[src/rtl/shift_pipe_pkg.sv]
// Shared types and helpers for the parametrised shift pipeline.
// Optional parity storage is enabled by SHIFT_PIPE_PARITY_EN.
package shift_pipe_pkg;

    localparam int DEF_WIDTH = 8;
    localparam int DEF_DEPTH = 4;

    // Select fields need at least one bit even for tiny pipes
    function automatic int clog2_min1(input int n);
        return (n <= 2) ? 1 : $clog2(n);
    endfunction

    typedef struct packed {
        logic                 valid;
        logic                 par;
        logic [DEF_WIDTH-1:0] data;
    } stage_t;

endpackage

[src/rtl/param_shift_pipe_if.sv]
// Producer/consumer bundle for param_shift_pipe.
// Port list is the same with or without SHIFT_PIPE_PARITY_EN.
interface param_shift_pipe_if #(
    parameter int WIDTH = shift_pipe_pkg::DEF_WIDTH,
    parameter int DEPTH = shift_pipe_pkg::DEF_DEPTH
);
    import shift_pipe_pkg::*;

    localparam int TAPW = clog2_min1(DEPTH);
    localparam int CNTW = $clog2(DEPTH + 1);

    logic            En;
    logic            Flush;
    logic [WIDTH-1:0] D;
    logic            DValid;
    logic [TAPW-1:0] TapSel;
    logic [WIDTH-1:0] Q;
    logic            QValid;
    logic [WIDTH-1:0] TapQ;
    logic            TapValid;
    logic [CNTW-1:0] Count;
    logic            Full;
    logic            Empty;
    logic            ParErr;

    modport master (
        output En, Flush, D, DValid, TapSel,
        input  Q, QValid, TapQ, TapValid,
        input  Count, Full, Empty, ParErr
    );

    modport slave (
        input  En, Flush, D, DValid, TapSel,
        output Q, QValid, TapQ, TapValid,
        output Count, Full, Empty, ParErr
    );

endinterface

[src/rtl/shift_pipe_stage.sv]
// One registered stage: data, valid and (optionally) parity.
// Parity storage exists only with SHIFT_PIPE_PARITY_EN.
module shift_pipe_stage
    import shift_pipe_pkg::*;
#(
    parameter int WIDTH = DEF_WIDTH
) (
    input  logic             clk,
    input  logic             rst_n,
    input  logic             en,
    input  logic             flush,
    input  logic             prev_valid,
    input  logic             prev_par,
    input  logic [WIDTH-1:0] prev_data,
    output logic             valid_q,
    output logic             par_q,
    output logic [WIDTH-1:0] data_q
);

    // Flush drops validity only; data is kept
    always_ff @(posedge clk) begin
        if (!rst_n) begin
            valid_q <= 1'b0;
            data_q  <= '0;
        end else if (flush) begin
            valid_q <= 1'b0;
        end else if (en) begin
            valid_q <= prev_valid;
            data_q  <= prev_data;
        end
    end

`ifdef SHIFT_PIPE_PARITY_EN
    always_ff @(posedge clk) begin
        if (!rst_n) begin
            par_q <= 1'b0;
        end else if (!flush && en) begin
            par_q <= prev_par;
        end
    end
`else
    logic unused_par;
    assign unused_par = prev_par;
    assign par_q      = 1'b0;
`endif

endmodule

[src/rtl/param_shift_pipe.sv]
// WIDTH x DEPTH shift pipe with valid tracking, stall, flush, tap, count.
// SHIFT_PIPE_PARITY_EN adds per-stage parity and sticky ParErr.
module param_shift_pipe
    import shift_pipe_pkg::*;
#(
    parameter int WIDTH = DEF_WIDTH,
    parameter int DEPTH = DEF_DEPTH
) (
    input  logic Clock,
    input  logic Resetn,
    param_shift_pipe_if.slave bus
);

    localparam int TAPW = clog2_min1(DEPTH);
    localparam int CNTW = $clog2(DEPTH + 1);

    logic [WIDTH-1:0] sdata  [DEPTH];
    logic             svalid [DEPTH];
    logic             spar   [DEPTH];
    logic [WIDTH-1:0] pdata  [DEPTH];
    logic             pvalid [DEPTH];
    logic             ppar   [DEPTH];

    logic [CNTW-1:0]  count;
    logic [WIDTH-1:0] tap_d;
    logic             tap_v;
    logic             parerr;

    assign pdata[0]  = bus.D;
    assign pvalid[0] = bus.DValid;
    assign ppar[0]   = ^bus.D;

    for (genvar i = 1; i < DEPTH; i++) begin : g_link
        assign pdata[i]  = sdata[i-1];
        assign pvalid[i] = svalid[i-1];
        assign ppar[i]   = spar[i-1];
    end

    for (genvar i = 0; i < DEPTH; i++) begin : g_stage
        shift_pipe_stage #(
            .WIDTH(WIDTH)
        ) u_stage (
            .clk       (Clock),
            .rst_n     (Resetn),
            .en        (bus.En),
            .flush     (bus.Flush),
            .prev_valid(pvalid[i]),
            .prev_par  (ppar[i]),
            .prev_data (pdata[i]),
            .valid_q   (svalid[i]),
            .par_q     (spar[i]),
            .data_q    (sdata[i])
        );
    end

    // Entry and exit in one shift cancel out
    always_ff @(posedge Clock) begin
        if (!Resetn) begin
            count <= '0;
        end else if (bus.Flush) begin
            count <= '0;
        end else if (bus.En) begin
            count <= count + CNTW'(bus.DValid)
                           - CNTW'(svalid[DEPTH-1]);
        end
    end

    always_comb begin
        tap_d = '0;
        tap_v = 1'b0;
        for (int i = 0; i < DEPTH; i++) begin
            if (bus.TapSel == TAPW'(i)) begin
                tap_d = sdata[i];
                tap_v = svalid[i];
            end
        end
    end

`ifdef SHIFT_PIPE_PARITY_EN
    always_ff @(posedge Clock) begin
        if (!Resetn) begin
            parerr <= 1'b0;
        end else if (svalid[DEPTH-1] &&
                     ((^sdata[DEPTH-1]) != spar[DEPTH-1])) begin
            parerr <= 1'b1;
        end
    end
`else
    logic unused_spar;
    assign unused_spar = spar[DEPTH-1];
    assign parerr      = 1'b0;
`endif

    assign bus.Q        = sdata[DEPTH-1];
    assign bus.QValid   = svalid[DEPTH-1];
    assign bus.TapQ     = tap_d;
    assign bus.TapValid = tap_v;
    assign bus.Count    = count;
    assign bus.Full     = (count == CNTW'(DEPTH));
    assign bus.Empty    = (count == '0);
    assign bus.ParErr   = parerr;

endmodule

[src/flat_wrapper.sv]
// flat-port wrapper written by rule: the top's interface ports become plain ports
module param_shift_pipe_flat import shift_pipe_pkg::*;
#(
    parameter int WIDTH = DEF_WIDTH,
    parameter int DEPTH = DEF_DEPTH
)
  (Clock, Resetn, bus_En, bus_Flush, bus_D, bus_DValid, bus_TapSel, bus_Q, bus_QValid, bus_TapQ, bus_TapValid, bus_Count, bus_Full, bus_Empty, bus_ParErr);
  param_shift_pipe_if #(.WIDTH(WIDTH), .DEPTH(DEPTH)) bus_i ();
  input  logic Clock;
  input  logic Resetn;
  input wire logic [$bits(bus_i.En)-1:0] bus_En;
  input wire logic [$bits(bus_i.Flush)-1:0] bus_Flush;
  input wire logic [$bits(bus_i.D)-1:0] bus_D;
  input wire logic [$bits(bus_i.DValid)-1:0] bus_DValid;
  input wire logic [$bits(bus_i.TapSel)-1:0] bus_TapSel;
  output wire logic [$bits(bus_i.Q)-1:0] bus_Q;
  output wire logic [$bits(bus_i.QValid)-1:0] bus_QValid;
  output wire logic [$bits(bus_i.TapQ)-1:0] bus_TapQ;
  output wire logic [$bits(bus_i.TapValid)-1:0] bus_TapValid;
  output wire logic [$bits(bus_i.Count)-1:0] bus_Count;
  output wire logic [$bits(bus_i.Full)-1:0] bus_Full;
  output wire logic [$bits(bus_i.Empty)-1:0] bus_Empty;
  output wire logic [$bits(bus_i.ParErr)-1:0] bus_ParErr;
  assign bus_i.En = bus_En;
  assign bus_i.Flush = bus_Flush;
  assign bus_i.D = bus_D;
  assign bus_i.DValid = bus_DValid;
  assign bus_i.TapSel = bus_TapSel;
  assign bus_Q = bus_i.Q;
  assign bus_QValid = bus_i.QValid;
  assign bus_TapQ = bus_i.TapQ;
  assign bus_TapValid = bus_i.TapValid;
  assign bus_Count = bus_i.Count;
  assign bus_Full = bus_i.Full;
  assign bus_Empty = bus_i.Empty;
  assign bus_ParErr = bus_i.ParErr;
  param_shift_pipe #(.WIDTH(WIDTH), .DEPTH(DEPTH)) u_core (.Clock(Clock), .Resetn(Resetn), .bus(bus_i));
endmodule
[config.mk]
export PLATFORM = sky130hd
export DESIGN_NAME = param_shift_pipe_flat
export DESIGN_NICKNAME = d
export VERILOG_FILES = /design/src/rtl/shift_pipe_pkg.sv /design/src/rtl/param_shift_pipe_if.sv /design/src/rtl/shift_pipe_stage.sv /design/src/rtl/param_shift_pipe.sv /design/src/flat_wrapper.sv
export SDC_FILE = /design/constraint.sdc
export NUM_CORES = 1
export LEC_CHECK = 0
export CORE_MARGIN = 2
export CORE_UTILIZATION = 26
export CTS_CLUSTER_DIAMETER = 80
export DETAILED_ROUTE_END_ITERATION = 10
export DONT_BUFFER_PORTS = 1
export MAX_ROUTING_LAYER = met4
export SLEW_MARGIN = 20
export SYNTH_ARGS = -nofsm -noshare
export SYNTH_HDL_FRONTEND = slang
export SYNTH_SLANG_ARGS = --single-unit
[constraint.sdc]
create_clock -name Clock -period 2.1 [get_ports Clock]
set_clock_uncertainty 0.2 [all_clocks]
set_input_delay 0.42 -clock Clock [delete_from_list [all_inputs] [get_ports Clock]]
set_output_delay 0.42 -clock Clock [all_outputs]
set_load 0.02 [all_outputs]
After elaboration in Yosys (flattened, before gate mapping) --
Index checks and enable logic that the tools add are counted.
Operators by class: div/mod/pow operators 0, shift operators 0, equality and inequality tests 4, reductions and logical operators 4, bitwise gates (word level) 2, $add $sub $neg 2, mux-type cells 8, $lt $le $gt $ge 0, multiply operators 0
Operators by type and width (number):
- 2-to-1 mux 8 bit | 4
- == test 2 bit (second input constant) | 2
- 2-to-1 mux 1 bit | 4
- adder 3 x 1 -> 3 bit | 1
- == test 3 bit (second input constant) | 1
- zero test 3 bit | 1
- subtractor 3 x 1 -> 3 bit | 1
- == test 2 x 1 -> 1 bit (second input constant) | 1
- zero test 2 bit | 1
- inverter 1 bit | 2
- AND reduction 2 bit | 1
- OR reduction 2 bit | 1
Word-level totals: flip-flop bits (word level) 39, memories 0, memory bits (writable) 0, ROM bits 0, latch bits 0, bits of input ports 15, logic and storage cells 29, output and inout port bits 24

Depth between registers and ports, before layout --
Gate-level depths: netlist (run 1).
depth after elaboration 5, depth in mapped cells 9, depth with buffers taken out 9

Cells and area by module --
From an unflattened synthesis (run 1), not the netlist that was laid out.
Unflattened totals: cell total of the unflattened synthesis 206, area, all modules 2057.0 um^2
Modules (own cells, without submodules):
- shift_pipe_stage | times used 4, area each 392.9 um^2, cells an instance 41, sequential area each 180.2 um^2
- param_shift_pipe | times used 1, area each 485.5 um^2, cells an instance 42, sequential area each 60.1 um^2

Worst setup path after synthesis (run 1) --
Ideal clock, no wire load.
path kind register to register, start point register u_core.count[0] (netlist: u_core.bus.Count[0]), end point register u_core.count[2] (netlist: u_core.bus.Count[2]), setup slack -0.067 ns, arrival 1.851 ns, period minus slack after synthesis 2.167 ns, setup time 0.116 ns, cell stages (with the launch flop) 10, data required time 1.784 ns, buffers on the path 0, cells stage by stage dfxtp_1 -> inv_1 -> ha_1 -> inv_1 -> ha_1 -> inv_1 -> fa_1 -> xor2_1 -> a211oi_2 -> a31o_1
On the way: word-level cells in the longest chain between the ends 2
Ends and longest elaborated chain:
- from (decl) | RTL line param_shift_pipe.sv:24 | logic [CNTW-1:0] count;
- from (signal assigned) | RTL line param_shift_pipe.sv:63 | count <= count + CNTW'(bus.DValid)
- adder 3 x 1 -> 3 bit | RTL line param_shift_pipe.sv:63
- subtractor 3 x 1 -> 3 bit | RTL line param_shift_pipe.sv:64 | - CNTW'(svalid[DEPTH-1]);
Every way passes these cells. A chain may end at the register's enable or synchronous reset.

Worst setup path after layout (run 1) --
Ends and elaborated chain as after synthesis.

==> results of run 1 <==
==> synthesized netlist by cell type <==
master and n:
sky130_fd_sc_hd__nand2_1 64, sky130_fd_sc_hd__dfxtp_1 39, sky130_fd_sc_hd__a21boi_1 30, sky130_fd_sc_hd__mux4_2 9, sky130_fd_sc_hd__nor2_1 7, sky130_fd_sc_hd__buf_6 6, sky130_fd_sc_hd__buf_4 5, sky130_fd_sc_hd__mux2i_1 5
sky130_fd_sc_hd__inv_1 4, sky130_fd_sc_hd__clkbuf_1 3, sky130_fd_sc_hd__a21boi_0 2, sky130_fd_sc_hd__ha_1 2, sky130_fd_sc_hd__nor3_1 2, sky130_fd_sc_hd__a211oi_1 1, sky130_fd_sc_hd__a211oi_2 1, sky130_fd_sc_hd__a31o_1 1
sky130_fd_sc_hd__buf_2 1, sky130_fd_sc_hd__conb_1 1, sky130_fd_sc_hd__fa_1 1, sky130_fd_sc_hd__nand2b_1 1, sky130_fd_sc_hd__nand2b_4 1, sky130_fd_sc_hd__nor2b_1 1, sky130_fd_sc_hd__xor2_1 1
==> report_power, final <==
group	leakage, nW	internal [mW]	total (mW)	switching [mW]
Sequential	0.316	0.753	0.765	0.0123
Combinational	0.304	0.0425	0.0882	0.0456
Clock	0.0371	0.221	0.456	0.235
==> worst paths after layout <==
kind,from,endpoint
hold reg to reg,u_core.g_stage[1].u_stage.data_q[7],u_core.g_stage[2].u_stage.data_q[7]
setup reg to reg,u_core.bus.Count[0],u_core.bus.Count[2]
setup / recovery,u_core.bus.Count[0],u_core.bus.Count[2]
hold / removal,bus_En,u_core.bus.Count[1]
==> through the flow <==
step,cell area (sq um),instances
4_1_cts,1890,264
3_3_place_gp,1820,258
2_1_floorplan,1800,188
3_5_place_dp,1820,258
6_report,1900,264
5_1_grt,1900,264
==> logic make-up after synthesis <==
family	after synthesis	synth area share, %
DFF	39	43.4
xor gates and xnor gates	1	0.487
and+or+nand+nor	76	16.8
other	1	0.208
muxes	14	14.0
adders and majority gates	3	2.50
buffers and inverters	19	7.58
AOI/OAI and AO/OA	35	15.0
==> flip-flops by register name (all words and copies together) (netlist names) <==
register	cells
u_core.bus.Count	3
u_core.g_stage.u_stage.data_q	32
u_core.g_stage.u_stage.valid_q	4
==> metal layers <==
| metal | share of wire [%] | up-vias | GRT usage (%) |
|---|---|---|---|
| met4 | 1.1 | 0 | 3.78 |
| met1 | 42 | 601 | 12.2 |
| met3 | 8.0 | 5 | 4.83 |
| li1 | - | 613 | - |
| met5 | 0 | - | - |
| met2 | 49 | 34 | 16.2 |
==> repair_timing <==
action | 4_1_cts | 5_1_grt
resized for setup | 0 | 2
hold endpoints to repair | 0 | 0
buffers inserted | 0 | 0
endpoints found under the setup margin | 0 | 1
==> layout make-up <==
class                      instances  area, sq um
multi-input combinational        130          895
timing repair buffer               5         37.5
clock buffer                       6         72.6
fill                             706         4850
sequential                        39          782
tap                               80          100
inverter                           4         15.0
==> critical path, stage by stage (launching register included) <==
cell and delay [ns]:
sky130_fd_sc_hd__dfxtp_2 0.33, sky130_fd_sc_hd__inv_1 0.04, sky130_fd_sc_hd__ha_1 0.28, sky130_fd_sc_hd__inv_1 0.06, sky130_fd_sc_hd__ha_1 0.14, sky130_fd_sc_hd__inv_1 0.05
sky130_fd_sc_hd__fa_2 0.35, sky130_fd_sc_hd__xor2_2 0.16, sky130_fd_sc_hd__a211oi_2 0.24, sky130_fd_sc_hd__a31o_1 0.12
==> impl_metrics.sql, run 1 <==
INSERT INTO impl_metrics (metric_group, metric, value, unit) VALUES
('finish', 'layout_commonest_cell', 'sky130_fd_sc_hd__nand2_1', ''),
('floorplanning', 'die_w', '87.2', 'um'),
('worst_hold_path', 'worst_min_delay_path_category', 'primary input to flop', ''),
('setup_path', 'r2r_setup_slack', '0.09', 'ns'),
('power', 'pwr_density_cell', '688', 'mW/mm^2'),
('setup_path', 'criticalPathCategory', 'flop to flop', ''),
('synth', 'synth.ff_latch_count', '39', ''),
('setup_path', 'cp_data_arrival_time', '2.04', 'ns'),
('synth', 'synthesis.instances', '188', ''),
('sta', 'totalNegativeSetupSlack', '0', 'ns'),
('global_routing', 'first_global_vias', '1189', ''),
('floorplanning', 'row_count', '30', ''),
('route', 'final_antenna_net_count', '0', ''),
('setup_path', 'critPathMaxFanout', '2', ''),
('sta', 'setup_viol', '0', ''),
('power', 'p_total', '1.31', 'mW'),
('clock_tree', 'cts.reportedPaths.clkPinSlew', '0.07', 'ns'),
('sta', 'max_freq', '499', 'MHz'),
('global_routing', 'grt_first_pass_wirelength', '5930', 'um'),
('finish', 'area_growth_syn_to_layout', '5.70', '%'),
('setup_path', 'critPathRequiredTime', '2.13', 'ns'),
('finish', 'layout.cells.most_common_list', 'sky130_fd_sc_hd__nand2_1 (64), sky130_fd_sc_hd__dfxtp_1 (38), sky130_fd_sc_hd__a21boi_1 (30)', ''),
('finish', 'design.final.nets', '203', ''),
('route', 'routed_via_density', '4.75', ''),
('clock_tree', 'cts_num_sinks', '39', ''),
('sta', 'post-route-period-util', '95.5', '%'),
('setup_path', 'worst_reg2reg_path_depth', '9', ''),
('synth', 'synth_warnings', '0', ''),
('global_routing', 'track_usage', '10.6', '%'),
('sta', 'hold_violations', '0', ''),
('clock_tree', 'maximum_clock_insertion_buffer_count', '2', ''),
('status', 'run_status', 'finished, final reports clean', ''),
('place', 'dp_hpwl', '2450', 'um'),
('sta', 'fin_worst_hold_slack', '0.0233', 'ns'),
('sta', 'rsz0062_at_grt', 'false', ''),
('clock_tree', 'h-tree-depth', '2', ''),
('global_routing', 'grt_remaining_overflow', '0', ''),
('synth', 'yosysSeqAreaShare', '43.4', '%'),
('floorplanning', 'io-pin-count', '39', ''),
('worst_hold_path', 'hold_path_depth', '1', ''),
('job', 'drv.max_cap_violation_count', '0', ''),
('clock_tree', 'cts-buffers-inserted', '5', ''),
('route', 'wire_per_inst', '14.0', 'um'),
('clock_tree', 'cts_tree', 'built', ''),
('synth', 'netlist.top_cell.by_area', 'sky130_fd_sc_hd__dfxtp_1', ''),
('synth', 'synth.top_cells.by_area', 'sky130_fd_sc_hd__dfxtp_1 (43%), sky130_fd_sc_hd__nand2_1 (13%), sky130_fd_sc_hd__a21boi_1 (13%), sky130_fd_sc_hd__mux4_2 (11%), sky130_fd_sc_hd__buf_6 (3.8%)', ''),
('route', 'finalWirelength', '3690', 'um'),
('floorplanning', 'core_area', '0.00676', 'sq mm'),
('place', 'numPortBuffers', '0', ''),
('synth', 'synth_area_per_cell', '9.57', 'sq um'),
('sta', 'final_ws_setup', '0.0943', 'ns'),
('finish', 'postLayoutCoreUtil', '28.1', '%'),
('setup_path', 'critPathCaptureType', 'flop', ''),
('route', 'detailedRoute.firstPassIterationCount', '4', ''),
('finish', 'drive_above_1_share', '13.6', '%'),
('floorplanning', 'floorplan.die.height', '87.2', 'um'),
('power', 'vdd_ir_drop_max', '0.240', 'mV'),
('floorplanning', 'floorplan.initialDensity', '26.6', '%'),
('sta', 'period_minus_slack', '2.01', 'ns'),
('route', 'detailroute.via_count', '1253', ''),
('finish', 'antenna-diode-count', '0', ''),
('route', 'drc', '0', ''),
('setup_path', 'setup.worst_path.start_class', 'flop', ''),
('power', 'leakagePower', '0.657', 'nW'),
('synth', 'synthesized_nets', '206', ''),
('synth', 'synth_area', '0.00180', 'sq mm'),
('route', 'drt-initial-drc-count', '49', ''),
('clock_tree', 'root_buffer_cell', 'sky130_fd_sc_hd__clkbuf_8', ''),
('synth', 'synthDominantCellAreaShare', '43.4', '%'),
('sta', 'drv_slew', '0', ''),
('clock_tree', 'cts_hold_repair.buffers', '0', ''),
('place', 'globalplace.congestion', '0.706', ''),
('clock_tree', 'clk-insertion-delay-late', '0.28', 'ns'),
('place', 'pre_cts_ws', '0.0255', 'ns'),
('global_routing', 'antenna_found_initial', '0', ''),
('synth', 'yosys.cell_types.count', '23', ''),
('global_routing', 'largest_net_degree_at_the_start_of_global_routing', '34', ''),
('floorplanning', 'die_footprint', '0.00760', 'sq mm');
Power figures use the tool's default switching activity.
==> run 2: changes to the inputs <==
==> constraint.sdc (replaced) <==
create_clock -name Clock -period 1.6 [get_ports Clock]
set_clock_uncertainty 0.2 [all_clocks]
set_input_delay 0.32 -clock Clock [delete_from_list [all_inputs] [get_ports Clock]]
set_output_delay 0.32 -clock Clock [all_outputs]
set_load 0.02 [all_outputs]
==> run 2 against run 1 <==
Effect of this change: the run now ends with setup timing left; critical endpoint unchanged; largest cell class unchanged; via count up 8.5%; register-to-register slack got worse by 0.38 ns; highest routed layer unchanged; final cell count is 16% higher; combinational power up 120%; critical path depth did not move; worst hold slack worse by 0.0042 ns; setup slack lost 0.38 ns; routed wire length is 13% higher.
==> impl_metrics.sql, run 2 (synthesized netlist as in run 1, its figures left out) <==
INSERT INTO impl_metrics (metric_group, metric, value, unit) VALUES
('power', 'pwr_density_cell', '776', 'mW/mm^2'),
('floorplanning', 'die_w', '87.2', 'um'),
('place', 'numPortBuffers', '0', ''),
('global_routing', 'largest_net_degree_at_the_start_of_global_routing', '33', ''),
('route', 'drt-initial-drc-count', '22', ''),
('setup_path', 'cp-startpoint', 'u_core.bus.Count[0]', ''),
('sta', 'worstMarginPinSlew', '0.794', 'ns'),
('setup_path', 'critPathRequiredTime', '1.59', 'ns'),
('status', 'failing_checks', 'setup timing', ''),
('finish', 'area_growth_syn_to_layout', '31.4', '%'),
('global_routing', 'first_global_vias', '1315', ''),
('job', 'drv.max_cap_violation_count', '0', ''),
('finish', 'registers.top_by_ff_count', 'u_core.g_stage.u_stage.data_q', ''),
('global_routing', 'track_usage', '11.8', '%'),
('sta', 'max_freq', '530', 'MHz'),
('finish', 'layout.cells.most_common_list', 'sky130_fd_sc_hd__nand2_1 (64), sky130_fd_sc_hd__a21boi_1 (30), sky130_fd_sc_hd__buf_4 (23), sky130_fd_sc_hd__dfxtp_2 (23), sky130_fd_sc_hd__dlygate4sd3_1 (16)', ''),
('floorplanning', 'floorplan.initialDensity', '26.6', '%'),
('worst_hold_path', 'hold_path_start', 'bus_En', ''),
('place', 'placed_cells_incl_taps', '268', ''),
('route', 'detailroute.via_count', '1359', ''),
('floorplanning', 'io-pin-count', '39', ''),
('power', 'vdd_ir_drop_max', '0.247', 'mV'),
('sta', 'setup_viol', '13', ''),
('worst_hold_path', 'worst_min_delay_path_category', 'primary input to flop', ''),
('setup_path', 'criticalPathCategory', 'flop to flop', ''),
('clock_tree', 'maximum_clock_insertion_buffer_count', '2', ''),
('sta', 'rsz0062_at_grt', 'true', ''),
('global_routing', 'gr-usage-met1', '12.9', '%'),
('global_routing', 'grt_use_met3', '4.45', '%'),
('finish', 'stdcell_count', '305', ''),
('power', 'leakagePower', '0.897', 'nW'),
('global_routing', 'gr-max-usage-layer', 'met2', ''),
('route', 'final_antenna_net_count', '0', ''),
('place', 'dp_hpwl', '2530', 'um'),
('floorplanning', 'die_footprint', '0.00760', 'sq mm'),
('setup_path', 'regToRegEndpoint', 'u_core.bus.Count[2]', ''),
('power', 'p_total', '1.83', 'mW'),
('setup_path', 'critPathCaptureType', 'flop', ''),
('floorplanning', 'row_count', '30', ''),
('global_routing', 'grt_remaining_overflow', '0', ''),
('setup_path', 'setup.worst_path.start_class', 'flop', ''),
('sta', 'final_ws_setup', '-0.286', 'ns'),
('setup_path', 'r2r_setup_slack', '-0.29', 'ns'),
('clock_tree', 'clk-insertion-delay-late', '0.28', 'ns'),
('sta', 'drv_slew', '0', ''),
('setup_path', 'critPathMaxFanout', '2', ''),
('sta', 'fin_worst_hold_slack', '0.0191', 'ns'),
('clock_tree', 'root_buffer_cell', 'sky130_fd_sc_hd__clkbuf_8', ''),
('sta', 'post-route-period-util', '118', '%'),
('clock_tree', 'cts_num_sinks', '39', ''),
('setup_path', 'worst_reg2reg_path_depth', '9', ''),
('route', 'wire_per_inst', '13.7', 'um'),
('status', 'run_status', 'finished, violations left', ''),
('finish', 'design.final.nets', '242', ''),
('finish', 'drive_above_1_share', '36.0', '%'),
('worst_hold_path', 'hold_path_depth', '2', ''),
('clock_tree', 'cts.reportedPaths.clkPinSlew', '0.08', 'ns'),
('finish', 'antenna-diode-count', '0', ''),
('route', 'routed_via_density', '4.46', ''),
('global_routing', 'antenna_found_initial', '0', ''),
('global_routing', 'gr-usage-met2', '19.6', '%'),
('sta', 'period_minus_slack', '1.89', 'ns'),
('clock_tree', 'cts-buffers-inserted', '5', ''),
('finish', 'layout_commonest_cell', 'sky130_fd_sc_hd__nand2_1', ''),
('route', 'finalWirelength', '4180', 'um'),
('sta', 'slew_headroom', '47.0', '%'),
('sta', 'hold_violations', '0', ''),
('setup_path', 'worstReg2RegStart', 'u_core.bus.Count[0]', ''),
('route', 'drc', '0', ''),
('route', 'detailedRoute.firstPassIterationCount', '4', ''),
('floorplanning', 'core_area', '0.00676', 'sq mm'),
('clock_tree', 'h-tree-depth', '2', ''),
('clock_tree', 'cts_tree', 'built', ''),
('global_routing', 'grt_first_pass_wirelength', '6490', 'um'),
('finish', 'max_ffs_per_register', '32', ''),
('floorplanning', 'floorplan.die.height', '87.2', 'um'),
('worst_hold_path', 'timing.hold.worst_endpoint', 'u_core.bus.Count[1]', ''),
('place', 'globalplace.congestion', '0.687', ''),
('setup_path', 'cp_data_arrival_time', '1.87', 'ns');
==> run 2: cell types whose count changed in the layout (fill, tap and decap cells not counted), sizes merged <==
cell          previous run  this run
buf                      5        27
clkbuf                   6         7
clkinv                   0         1
dlygate4sd3              0        16
dlymetal6s4s             0         1
==> run 2: critical path, cell delays in order, from the launching register on <==
cell and delay [ns]:
sky130_fd_sc_hd__dfxtp_4 0.36, sky130_fd_sc_hd__inv_4 0.03, sky130_fd_sc_hd__ha_4 0.20, sky130_fd_sc_hd__inv_2 0.06, sky130_fd_sc_hd__ha_4 0.11, sky130_fd_sc_hd__inv_2 0.03
sky130_fd_sc_hd__fa_2 0.34, sky130_fd_sc_hd__xor2_2 0.17, sky130_fd_sc_hd__a211oi_2 0.09, sky130_fd_sc_hd__a31o_1 0.19
==> run 2: layout make-up <==
class	instances	area, sq um
Clock buffer	7	76.3
Clock inverter	1	5.00
Fill cell	687	4390
Inverter	4	17.5
Multi-Input combinational cell	130	941
Sequential cell	39	821
Tap cell	80	100
Timing Repair Buffer	44	403
==> run 2: routing by layer <==
layer,vias up,wire (um),share of wire [%]
met5,-,0,0
met4,0,67,1.6
met3,5,274,6.6
met2,32,2100,50
met1,631,1740,42
li1,691,-,-
==> run 2: timing repair <==
item                       4_1_cts  5_1_grt
gates cloned                     0        0
gates resized for setup         20       14
setup buffers                   10        2
hold buffers                    17        1
hold endpoints to repair        39        1
setup endpoints to repair       13       40
pin swaps                        3        4
==> run 2: through the flow <==
| step | setup WS, ns | area (sq um) | util, % | TNS, ns |
|---|---|---|---|---|
| 5_1_grt | -0.357 | 2360 | 35.0 | -1.88 |
| 3_5_place_dp | -0.320 | 1950 | 28.9 | -0.476 |
| 6_report | -0.286 | 2360 | 35.0 | -1.31 |
| 2_1_floorplan | -0.313 | 1850 | - | -0.481 |
| 4_1_cts | -0.300 | 2310 | 34.3 | -2.05 |
| 3_3_place_gp | -0.280 | 1950 | 28.9 | -0.395 |
==> run 2: worst max path at each step <==
stage	cells after the start	slack (ns)	to
2_1_floorplan	9	-0.31	u_core.bus.Count[2]
3_3_place_gp	9	-0.28	u_core.bus.Count[2]
3_5_place_dp	9	-0.32	u_core.bus.Count[2]
4_1_cts	9	-0.30	u_core.bus.Count[2]
5_1_grt	9	-0.36	u_core.bus.Count[2]
6_report	9	-0.29	u_core.bus.Count[2]
==> run 2: report_power, final <==
group	internal (mW)	leakage, nW	total, mW	switching (mW)
logic	0.104	0.526	0.194	0.0908
registers	0.985	0.329	0.998	0.0121
clock network	0.306	0.0422	0.643	0.336
==> run 3: changes to the inputs <==
--- a/config.mk
+++ b/config.mk
@@ -5,6 +5,8 @@
 export SDC_FILE = /design/constraint.sdc
 export NUM_CORES = 1
 export LEC_CHECK = 0
+export ABC_CLOCK_PERIOD_IN_PS = 1600
+export CORE_ASPECT_RATIO = 0.9
 export CORE_MARGIN = 2
 export CORE_UTILIZATION = 26
 export CTS_CLUSTER_DIAMETER = 80
==> run 3 against run 2 <==
Effect of this change: the flow still finishes with violations (setup timing); register-to-register slack gained 0.02 ns; first-iteration DRC count grew 73%; global-route usage grew 0.29 points; critical path depth shrank 1; total power grew 0.66%; highest routed layer unchanged; clock power grew 2%.
==> impl_metrics.sql, run 3 (synthesized netlist as in run 1, its figures left out) <==
INSERT INTO impl_metrics (metric_group, metric, value, unit) VALUES
('status', 'run_status', 'finished, violations left', ''),
('status', 'failing_checks', 'setup timing', ''),
('finish', 'stdcell_count', '313', ''),
('floorplanning', 'floorplan.initialDensity', '27.2', '%'),
('finish', 'registers.top_by_ff_count', 'u_core.g_stage.u_stage.data_q', ''),
('route', 'drc', '0', ''),
('sta', 'rsz0062_at_grt', 'true', ''),
('clock_tree', 'h-tree-depth', '2', ''),
('route', 'routed_via_density', '4.48', ''),
('power', 'leakagePower', '0.880', 'nW'),
('clock_tree', 'cts_num_sinks', '39', ''),
('finish', 'design.final.nets', '240', ''),
('sta', 'final_ws_setup', '-0.268', 'ns'),
('route', 'finalWirelength', '4320', 'um'),
('worst_hold_path', 'hold_path_depth', '2', ''),
('route', 'drt-initial-drc-count', '38', ''),
('global_routing', 'track_usage', '12.1', '%'),
('finish', 'fillerInstances', '669', ''),
('floorplanning', 'io-pin-count', '39', ''),
('sta', 'totalNegativeSetupSlack', '-1.55', 'ns'),
('sta', 'worstMarginPinSlew', '0.795', 'ns'),
('global_routing', 'largest_net_degree_at_the_start_of_global_routing', '33', ''),
('sta', 'slew_headroom', '47.0', '%'),
('job', 'drv.max_cap_violation_count', '0', ''),
('finish', 'max_ffs_per_register', '32', ''),
('place', 'placed_cells_incl_taps', '278', ''),
('finish', 'drive_above_1_share', '34.5', '%'),
('clock_tree', 'root_buffer_cell', 'sky130_fd_sc_hd__clkbuf_8', ''),
('clock_tree', 'cts.reportedPaths.clkPinSlew', '0.08', 'ns'),
('global_routing', 'grt_remaining_overflow', '0', ''),
('route', 'detailedRoute.firstPassIterationCount', '4', ''),
('sta', 'drv_slew', '0', ''),
('sta', 'max_freq', '535', 'MHz'),
('setup_path', 'critPathMaxFanout', '2', ''),
('finish', 'area_growth_syn_to_layout', '30.6', '%'),
('power', 'vdd_ir_drop_max', '0.327', 'mV'),
('route', 'detailroute.via_count', '1403', ''),
('floorplanning', 'core_area', '0.00662', 'sq mm'),
('sta', 'setup_viol', '13', ''),
('floorplanning', 'row_count', '28', ''),
('setup_path', 'critPathCaptureType', 'flop', ''),
('place', 'globalplace.congestion', '0.768', ''),
('global_routing', 'grt_first_pass_wirelength', '6970', 'um'),
('power', 'pwr_density_cell', '786', 'mW/mm^2'),
('finish', 'layout.cells.most_common_list', 'sky130_fd_sc_hd__nand2_1 (64), sky130_fd_sc_hd__a21boi_1 (30), sky130_fd_sc_hd__dfxtp_2 (22)', ''),
('worst_hold_path', 'worst_min_delay_path_category', 'primary input to flop', ''),
('clock_tree', 'cts-buffers-inserted', '5', ''),
('global_routing', 'antenna_found_initial', '0', ''),
('finish', 'postLayoutCoreUtil', '35.5', '%'),
('sta', 'post-route-period-util', '117', '%'),
('route', 'final_antenna_net_count', '0', ''),
('finish', 'final_cell_area', '0.00235', 'sq mm'),
('setup_path', 'criticalPathCategory', 'flop to flop', ''),
('setup_path', 'worst_reg2reg_path_depth', '8', ''),
('setup_path', 'cp_data_arrival_time', '1.86', 'ns'),
('finish', 'layout_commonest_cell', 'sky130_fd_sc_hd__nand2_1', ''),
('clock_tree', 'cts_tree', 'built', ''),
('clock_tree', 'clk-insertion-delay-late', '0.29', 'ns'),
('place', 'numPortBuffers', '0', ''),
('clock_tree', 'maximum_clock_insertion_buffer_count', '2', ''),
('route', 'wire_per_inst', '13.8', 'um'),
('floorplanning', 'die_footprint', '0.00760', 'sq mm'),
('floorplanning', 'die_w', '91.7', 'um'),
('sta', 'hold_violations', '0', ''),
('finish', 'antenna-diode-count', '0', ''),
('setup_path', 'critPathRequiredTime', '1.59', 'ns'),
('sta', 'period_minus_slack', '1.87', 'ns'),
('floorplanning', 'floorplan.die.height', '82.9', 'um'),
('global_routing', 'first_global_vias', '1384', ''),
('place', 'dp_hpwl', '2470', 'um'),
('place', 'detailed_place.area', '0.00197', 'sq mm'),
('setup_path', 'setup.worst_path.start_class', 'flop', '');
==> run 3: cell count changes in the layout (fill, tap and decap cells not counted), sizes merged <==
cell  before  now
buf       27   25
==> run 3: path summary, 6_finish.rpt <==
check / start / to / slack (ns)
max: u_core.g_stage[3].u_stage.valid_q / u_core.bus.Count[2] / -0.27
max reg2reg: u_core.g_stage[3].u_stage.valid_q / u_core.bus.Count[2] / -0.27
min: bus_En / u_core.bus.Count[1] / 0.03
min reg2reg: u_core.g_stage[2].u_stage.data_q[4] / u_core.g_stage[3].u_stage.data_q[4] / 0.26
==> run 3: through the flow <==
step	hold slack (ns)	power (mW)	setup WS, ns
floorplan	0.241	1.16	-0.313
global placement	0.220	1.15	-0.274
detailed placement	0.222	1.15	-0.301
CTS	0.0207	1.86	-0.281
global route	0.0164	1.94	-0.336
finish	0.0273	1.85	-0.268
==> run 3: what timing repair did <==
action | CTS | global route
endpoints found under the hold margin | 39 | 2
resized for setup | 16 | 14
setup endpoints to repair | 13 | 40
buffers inserted | 7 | 3
pin swaps | 3 | 4
hold buffers | 18 | 1
==> run 3: area by class of cell <==
cell class,count,area [sq um],share of cell area [%]
well taps,90,113,4.79
flip-flops and latches,39,816,34.7
multi-input cells,130,935,39.8
clock inverters,1,5.00,0.213
inverters,4,17.5,0.745
clock buffers,7,76.3,3.25
repair buffers,42,388,16.5
==> run 3: power breakdown <==
group	internal [mW]	switching, mW
Combinational	0.0997	0.0905
Clock	0.307	0.353
Sequential	0.985	0.0122
==> run 3: critical path, stage by stage, from the launching register on <==
cell and delay, ns:
sky130_fd_sc_hd__dfxtp_4 0.36, sky130_fd_sc_hd__ha_4 0.24, sky130_fd_sc_hd__inv_4 0.05, sky130_fd_sc_hd__ha_4 0.11, sky130_fd_sc_hd__inv_2 0.03, sky130_fd_sc_hd__fa_2 0.34
sky130_fd_sc_hd__xor2_2 0.17, sky130_fd_sc_hd__a211oi_2 0.08, sky130_fd_sc_hd__a31o_1 0.19
==> run 3: routing by layer <==
layer / track usage (%) / up-vias / wire length, um / part of all wire (%)
met3: 4.81 / 2 / 279 / 6.5
met1: 13.9 / 679 / 1920 / 44
met5: - / - / 0 / 0
met4: 4.13 / 0 / 27 / 0.63
met2: 19.2 / 34 / 2090 / 48
li1: - / 688 / - / -
